File: config.mk
export PLATFORM = sky130hd
export DESIGN_NAME = ped_button_ctrl
export DESIGN_NICKNAME = d
export VERILOG_FILES = /design/src/rtl/ped_pkg.sv /design/src/rtl/sync_2ff.sv /design/src/rtl/ped_button_ctrl.sv
export SDC_FILE = /design/constraint.sdc
export NUM_CORES = 1
export LEC_CHECK = 0
export CAP_MARGIN = 25
export CORE_AREA = 2 2 56 58
export CTS_CLUSTER_DIAMETER = 200
export DETAILED_ROUTE_END_ITERATION = 6
export DIE_AREA = 0 0 58 60
export PLACE_DENSITY_LB_ADDON = 0.08
export SETUP_SLACK_MARGIN = 0.3
export SYNTH_ARGS = -nofsm -noshare
export SYNTH_HDL_FRONTEND = slang
export SYNTH_HIERARCHICAL = 1
export SYNTH_SLANG_ARGS = --single-unit
File: constraint.sdc
create_clock -name clk -period 4.85 [get_ports clk]
set_input_delay 0.485 -clock clk [delete_from_list [all_inputs] [get_ports clk]]
set_output_delay 0.485 -clock clk [all_outputs]
set_load 0.05 [all_outputs]
File: src/rtl/ped_pkg.sv
// Shared definitions for the pedestrian pushbutton controller:
// the FSM state encoding, default timing constants and a saturating
// increment helper for the debounce counter.
package ped_pkg;

  // Debounce FSM states, fixed 2-bit encoding
  typedef enum logic [1:0] {
    IDLE       = 2'd0,
    DB_PRESS   = 2'd1,
    HELD       = 2'd2,
    DB_RELEASE = 2'd3
  } ped_state_t;

  // Defaults assume a 12 MHz clock: 5 ms debounce, 1 s long press
  localparam logic [15:0] DEF_DEBOUNCE_CYCLES   = 16'd60_000;
  localparam logic [23:0] DEF_LONG_PRESS_CYCLES = 24'd12_000_000;

  // Increment that sticks at all-ones instead of wrapping
  function automatic logic [15:0] sat_inc16(input logic [15:0] v);
    return (v == 16'hFFFF) ? v : v + 16'd1;
  endfunction

endpackage

File: src/rtl/sync_2ff.sv
// Two-flop synchroniser for a single asynchronous input bit.
// RESET_VAL sets the value both flops take during reset, so the
// synchronised output starts in the input's idle level.
module sync_2ff #(
  parameter logic RESET_VAL = 1'b0
) (
  input  logic clk,
  input  logic rst,
  input  logic d,
  output logic q
);

  logic meta;

  // Shift the raw input through two flops to settle metastability
  always_ff @(posedge clk or posedge rst) begin
    if (rst) begin
      meta <= RESET_VAL;
      q    <= RESET_VAL;
    end else begin
      meta <= d;
      q    <= meta;
    end
  end

endmodule

File: src/rtl/ped_button_ctrl.sv
// Pedestrian pushbutton front end: synchronise the active-low button,
// debounce it with a four-state FSM, and produce a press pulse, a sticky
// crossing request and a press counter.
// Optional feature macro: PED_LONG_PRESS_EN adds a long_press pulse
// driven by a hold counter that runs while the button is held.
module ped_button_ctrl
  import ped_pkg::*;
#(
  parameter logic [15:0] DEBOUNCE_CYCLES   = DEF_DEBOUNCE_CYCLES,
  parameter logic [23:0] LONG_PRESS_CYCLES = DEF_LONG_PRESS_CYCLES
) (
  input  logic       clk,
  input  logic       rst,
  input  logic       buton,
  input  logic       req_ack,
  output logic       btn_level,
  output logic       btn_press,
  output logic       req_pending,
  output logic [7:0] press_count
`ifdef PED_LONG_PRESS_EN
  ,
  output logic       long_press
`endif
);

  logic       buton_sync;
  logic       pressed_s;
  ped_state_t state;
  ped_state_t state_next;
  logic [15:0] db_cnt;
  logic [15:0] db_cnt_next;
  logic       db_done;

  // Button idles high (released), so the synchroniser resets to 1
  sync_2ff #(.RESET_VAL(1'b1)) u_sync (
    .clk (clk),
    .rst (rst),
    .d   (buton),
    .q   (buton_sync)
  );

  assign pressed_s = ~buton_sync;
  assign db_done   = (db_cnt == DEBOUNCE_CYCLES - 16'd1);

  // State and debounce counter registers
  always_ff @(posedge clk or posedge rst) begin
    if (rst) begin
      state  <= IDLE;
      db_cnt <= 16'd0;
    end else begin
      state  <= state_next;
      db_cnt <= db_cnt_next;
    end
  end

  // Next-state logic; the counter only advances while staying in a
  // debounce state, and is cleared on every state change
  always_comb begin
    state_next  = state;
    db_cnt_next = 16'd0;
    case (state)
      IDLE:       if (pressed_s) state_next = DB_PRESS;
      DB_PRESS:   if (!pressed_s) state_next = IDLE;
                  else if (db_done) state_next = HELD;
      HELD:       if (!pressed_s) state_next = DB_RELEASE;
      DB_RELEASE: if (pressed_s) state_next = HELD;
                  else if (db_done) state_next = IDLE;
      default:    state_next = IDLE;
    endcase
    if ((state == DB_PRESS || state == DB_RELEASE) && state_next == state)
      db_cnt_next = sat_inc16(db_cnt);
  end

  // Press pulse fires in the last stable DB_PRESS cycle, just before HELD
  always_comb begin
    btn_press = (state == DB_PRESS) && pressed_s && db_done;
  end

  // Debounced level registered from the upcoming state
  always_ff @(posedge clk or posedge rst) begin
    if (rst) btn_level <= 1'b0;
    else     btn_level <= (state_next == HELD) || (state_next == DB_RELEASE);
  end

  // Sticky request: a new press wins over a same-cycle acknowledge
  always_ff @(posedge clk or posedge rst) begin
    if (rst)            req_pending <= 1'b0;
    else if (btn_press) req_pending <= 1'b1;
    else if (req_ack)   req_pending <= 1'b0;
  end

  // Accepted-press counter, wraps naturally at 8 bits
  always_ff @(posedge clk or posedge rst) begin
    if (rst)            press_count <= 8'd0;
    else if (btn_press) press_count <= press_count + 8'd1;
  end

`ifdef PED_LONG_PRESS_EN
  logic [23:0] hold_cnt;

  // Hold counter is zero outside HELD, so it restarts on each entry;
  // it stops one past the target so the pulse happens only once
  always_ff @(posedge clk or posedge rst) begin
    if (rst)                              hold_cnt <= 24'd0;
    else if (state != HELD)               hold_cnt <= 24'd0;
    else if (hold_cnt < LONG_PRESS_CYCLES) hold_cnt <= hold_cnt + 24'd1;
  end

  // Long-press pulse when the hold counter hits its target
  always_comb begin
    long_press = (state == HELD) && (hold_cnt == LONG_PRESS_CYCLES - 24'd1);
  end
`endif

endmodule

==> flow_summary_export.csv <==
group,metric,value,unit
floorplanning,fp.dieArea,3480,um2
cts,hold_buffers,0,
power,p_sw_share,22.6,%
timing,setup_tns,0,ns
synth,syn-mean-instance-area,10.2,um2
timing,maxSlewViolCount,0,
timing,rsz0062_at_grt,"false",
floorplanning,rows,20,
cts,cts_setup_buffers,0,
power,combinationalPowerShare,3.5,%
cts,clk_pin_slew,0.09,ns
synth,yosysSeqAreaShare,48.1,%
cts,cts_repair_resize_count,0,
floorplanning,core-area,2900,um2
setup_path,critPathMaxStageDelay,0.83,ns
floorplanning,io_pins,15,
grt,grt_max_degree,17,
synth,synthAdderAreaFrac,1.65,%
placement,pre_cts_ws,1.76,ns
synth,synth.most_common_cell,"dfrtp_1",
power,peakVddDrop,0.214,mV
floorplanning,die_w,58,um
setup_path,required,4.37,ns
placement,dp_hpwl,2.15,mm
detailed_routing,wirelength,3.03,mm
setup_path,critical_path_class,"reg -> out",
timing,min_period_over_period,70.7,%
timing,layout_min_cycle_time,3.43,ns
setup_path,crit_path_start,"db_cnt[0]",
setup_path,path_buf_inv,1,
layout,nNetsFinal,171,
synth,synth_top_area_cell,"dfrtp_1",
synth,synthSimpleGateAreaFrac,29.4,%
detailed_routing,avgRoutedWirePerCell,15.2,um
placement,portBuffers,14,
cts,clk_latency,0.32,ns
layout,layout-drive-gt1-share,13.3,%
timing,setup_viol,0,
layout,area_growth,13.2,%
setup_path,start_kind,"flop",
setup_path,end_kind,"primary output",
cts,h-tree-depth,2,
hold_path,hp-class,"reg -> reg",
synth,netlist_instances,149,
setup_path,timing.rr.start,"db_cnt[0]",
floorplanning,die_y,60,um
synth,synth_xor_xnor_area_share,5.21,%
detailed_routing,first_pass_iters,4,
power,seqPwrFrac,62.0,%
power,p_int,0.307,mW
power,clockPowerShare,34.5,%
setup_path,crit_family,"simple AND/OR/NAND/NOR gates",
synth,synth_warnings,6,
synth,synthDominantCellAreaShare,44.7,%
setup_path,arrival,2.95,ns
detailed_routing,vias,1204,
detailed_routing,drc,0,
detailed_routing,drt_iter0_drc,64,
run,drv_cap,0,
synth,synth_mux_area_share,2.07,%
detailed_routing,vias_per_cell,6.05,
layout,diodes,0,
power,p_sw,0.0899,mW
cts,root_buffer,"clkbuf_4",
timing,hold_viol,0,
grt,antenna_found_initial,0,
timing,setup_ws,1.42,ns
grt,grt_pass1_wl,5.23,mm
synth,synth.distinct_cells,42,
synth,ys_top_cells_by_area,"dfrtp_1, xor2_1, dfstp_2, nand3_1, nor2_1",
timing,maxSlewHeadroom,55.9,%
cts,numCtsBuffers,5,
synth,ys_top_cells_by_count,"dfrtp_1, nor2_1, nand3_1",
setup_path,crit_chain,"ha_1, nand4_1, nor4_1, and3_1, clkdlybuf4s50_1",
timing,finClkSkew,0.00782,ns
timing,fmax,292,MHz
detailed_routing,ant_nets,0,
power,leakagePower,0.693,nW
setup_path,crit_path_max_fanout,7,
synth,synth_fp_nets,155,
power,powerDensity,232,nW/um2
synth,synth_edf_count,0,
cts,cts.sinks,29,
placement,place_congestion,0.803,
synth,synthArstFlopShare,100,%
grt,first_global_vias,1125,
layout,final_util,59.0,%
timing,worstMarginPinSlew,0.660,ns
hold_path,worstHoldStart,"u_sync/meta",
grt,grt_overflow,0,
synth,synth_compound_area_share,8.93,%
synth,syn_area,1510,um2
grt,grtUsageTotal,20.2,%
floorplanning,start_util,52.1,%
synth,ys_dominant_reg_cell,"dfrtp_1",
setup_path,slowest_stage,"clkdlybuf4s50_1",
status,status,"completed",
cts,cts_buffer_depth,2,
cts,cts_tree,"done",
synth,synth-seq-cells,29,
synth,synth_top_family_by_area,"simple AND/OR/NAND/NOR gates",
==> layer usage <==
layer / up-vias / share of wire (%) / routed length (um) / track usage, %
met5: - / 0 / 0 / 0
met4: 0 / 1.6 / 48 / 8.31
met3: 6 / 3.6 / 108 / 6.49
met2: 19 / 44 / 1320 / 29.2
met1: 597 / 51 / 1540 / 28.2
li1: 582 / - / - / -
==> worst reg2reg max path, stage by stage, from the launching register on <==
cell      delay (ns)
dfrtp_1         0.39
ha_1            0.24
nand4_1         0.31
nor4_1          0.56
nand3b_1        0.57
nor3_1          0.14
==> power groups by stage <==
stage / Clock (mW) / Sequential, mW / Combinational (mW)
finish: 0.137 / 0.246 / 0.0140
floorplan: 0 / 0.250 / 0.00801
global placement: 0 / 0.251 / 0.0127
detailed placement: 0 / 0.251 / 0.0146
global route: 0.154 / 0.246 / 0.0161
CTS: 0.143 / 0.246 / 0.0147
==> metrics by stage <==
step | power, mW | hold WS, ns | instances | cell area, um2
finish | 0.397 | 0.361 | 199 | 1710
global route | 0.417 | 0.372 | 199 | 1710
CTS | 0.403 | 0.365 | 199 | 1710
detailed placement | 0.265 | 0.352 | 191 | 1660
global placement | 0.263 | 0.349 | 190 | 1650
floorplan | 0.258 | 0.345 | 149 | 1510
==> cell families after synthesis <==
logic type / Yosys count
simple gates: 73
flops: 29
xor+xnor: 9
mux: 3
fa+ha+maj: 2
buf+inv: 11
compound gates: 22
==> worst paths after layout <==
kind	endpoint	slack (ns)	cells past startpoint
min in group asynchronous	u_sync/meta	0.51	2
max in group asynchronous	db_cnt[10]	3.81	3
max	btn_press	1.42	5
max reg2reg	db_cnt[8]	2.50	5
min	u_sync/q	0.36	0
min reg2reg	u_sync/q	0.36	0
==> flip-flops by register name, indices dropped and copies added, names as in the netlist <==
| signal | flops |
|---|---|
| req_pending | 1 |
| u_sync/meta | 1 |
| u_sync/q | 1 |
| press_count | 8 |
| btn_level | 1 |
| db_cnt | 16 |
| state | 1 |
==> cell usage in the layout (no fill, tap or decap), drive strengths merged, types with 3 or more instances in the layout <==
cell type / count
nand4: 7
or4: 4
clkdlybuf4s50: 14
nand2: 8
nor3: 9
clkbuf: 8
a21oi: 8
inv: 4
dfrtp: 27
o21ai: 4
nand3: 10
and3: 4
nor2: 13
xor2: 7
o31ai: 3
or3: 4
nor4: 4
==> final cells by class <==
cell class,instances,area (um2)
Fill cell,263,1190
Sequential cell,29,728
Multi-Input combinational cell,109,716
Timing Repair Buffer,16,163
Clock buffer,8,48.8
Tap cell,33,41.3
Inverter,4,15.0
No activity file was read; power rests on OpenSTA's default activity.
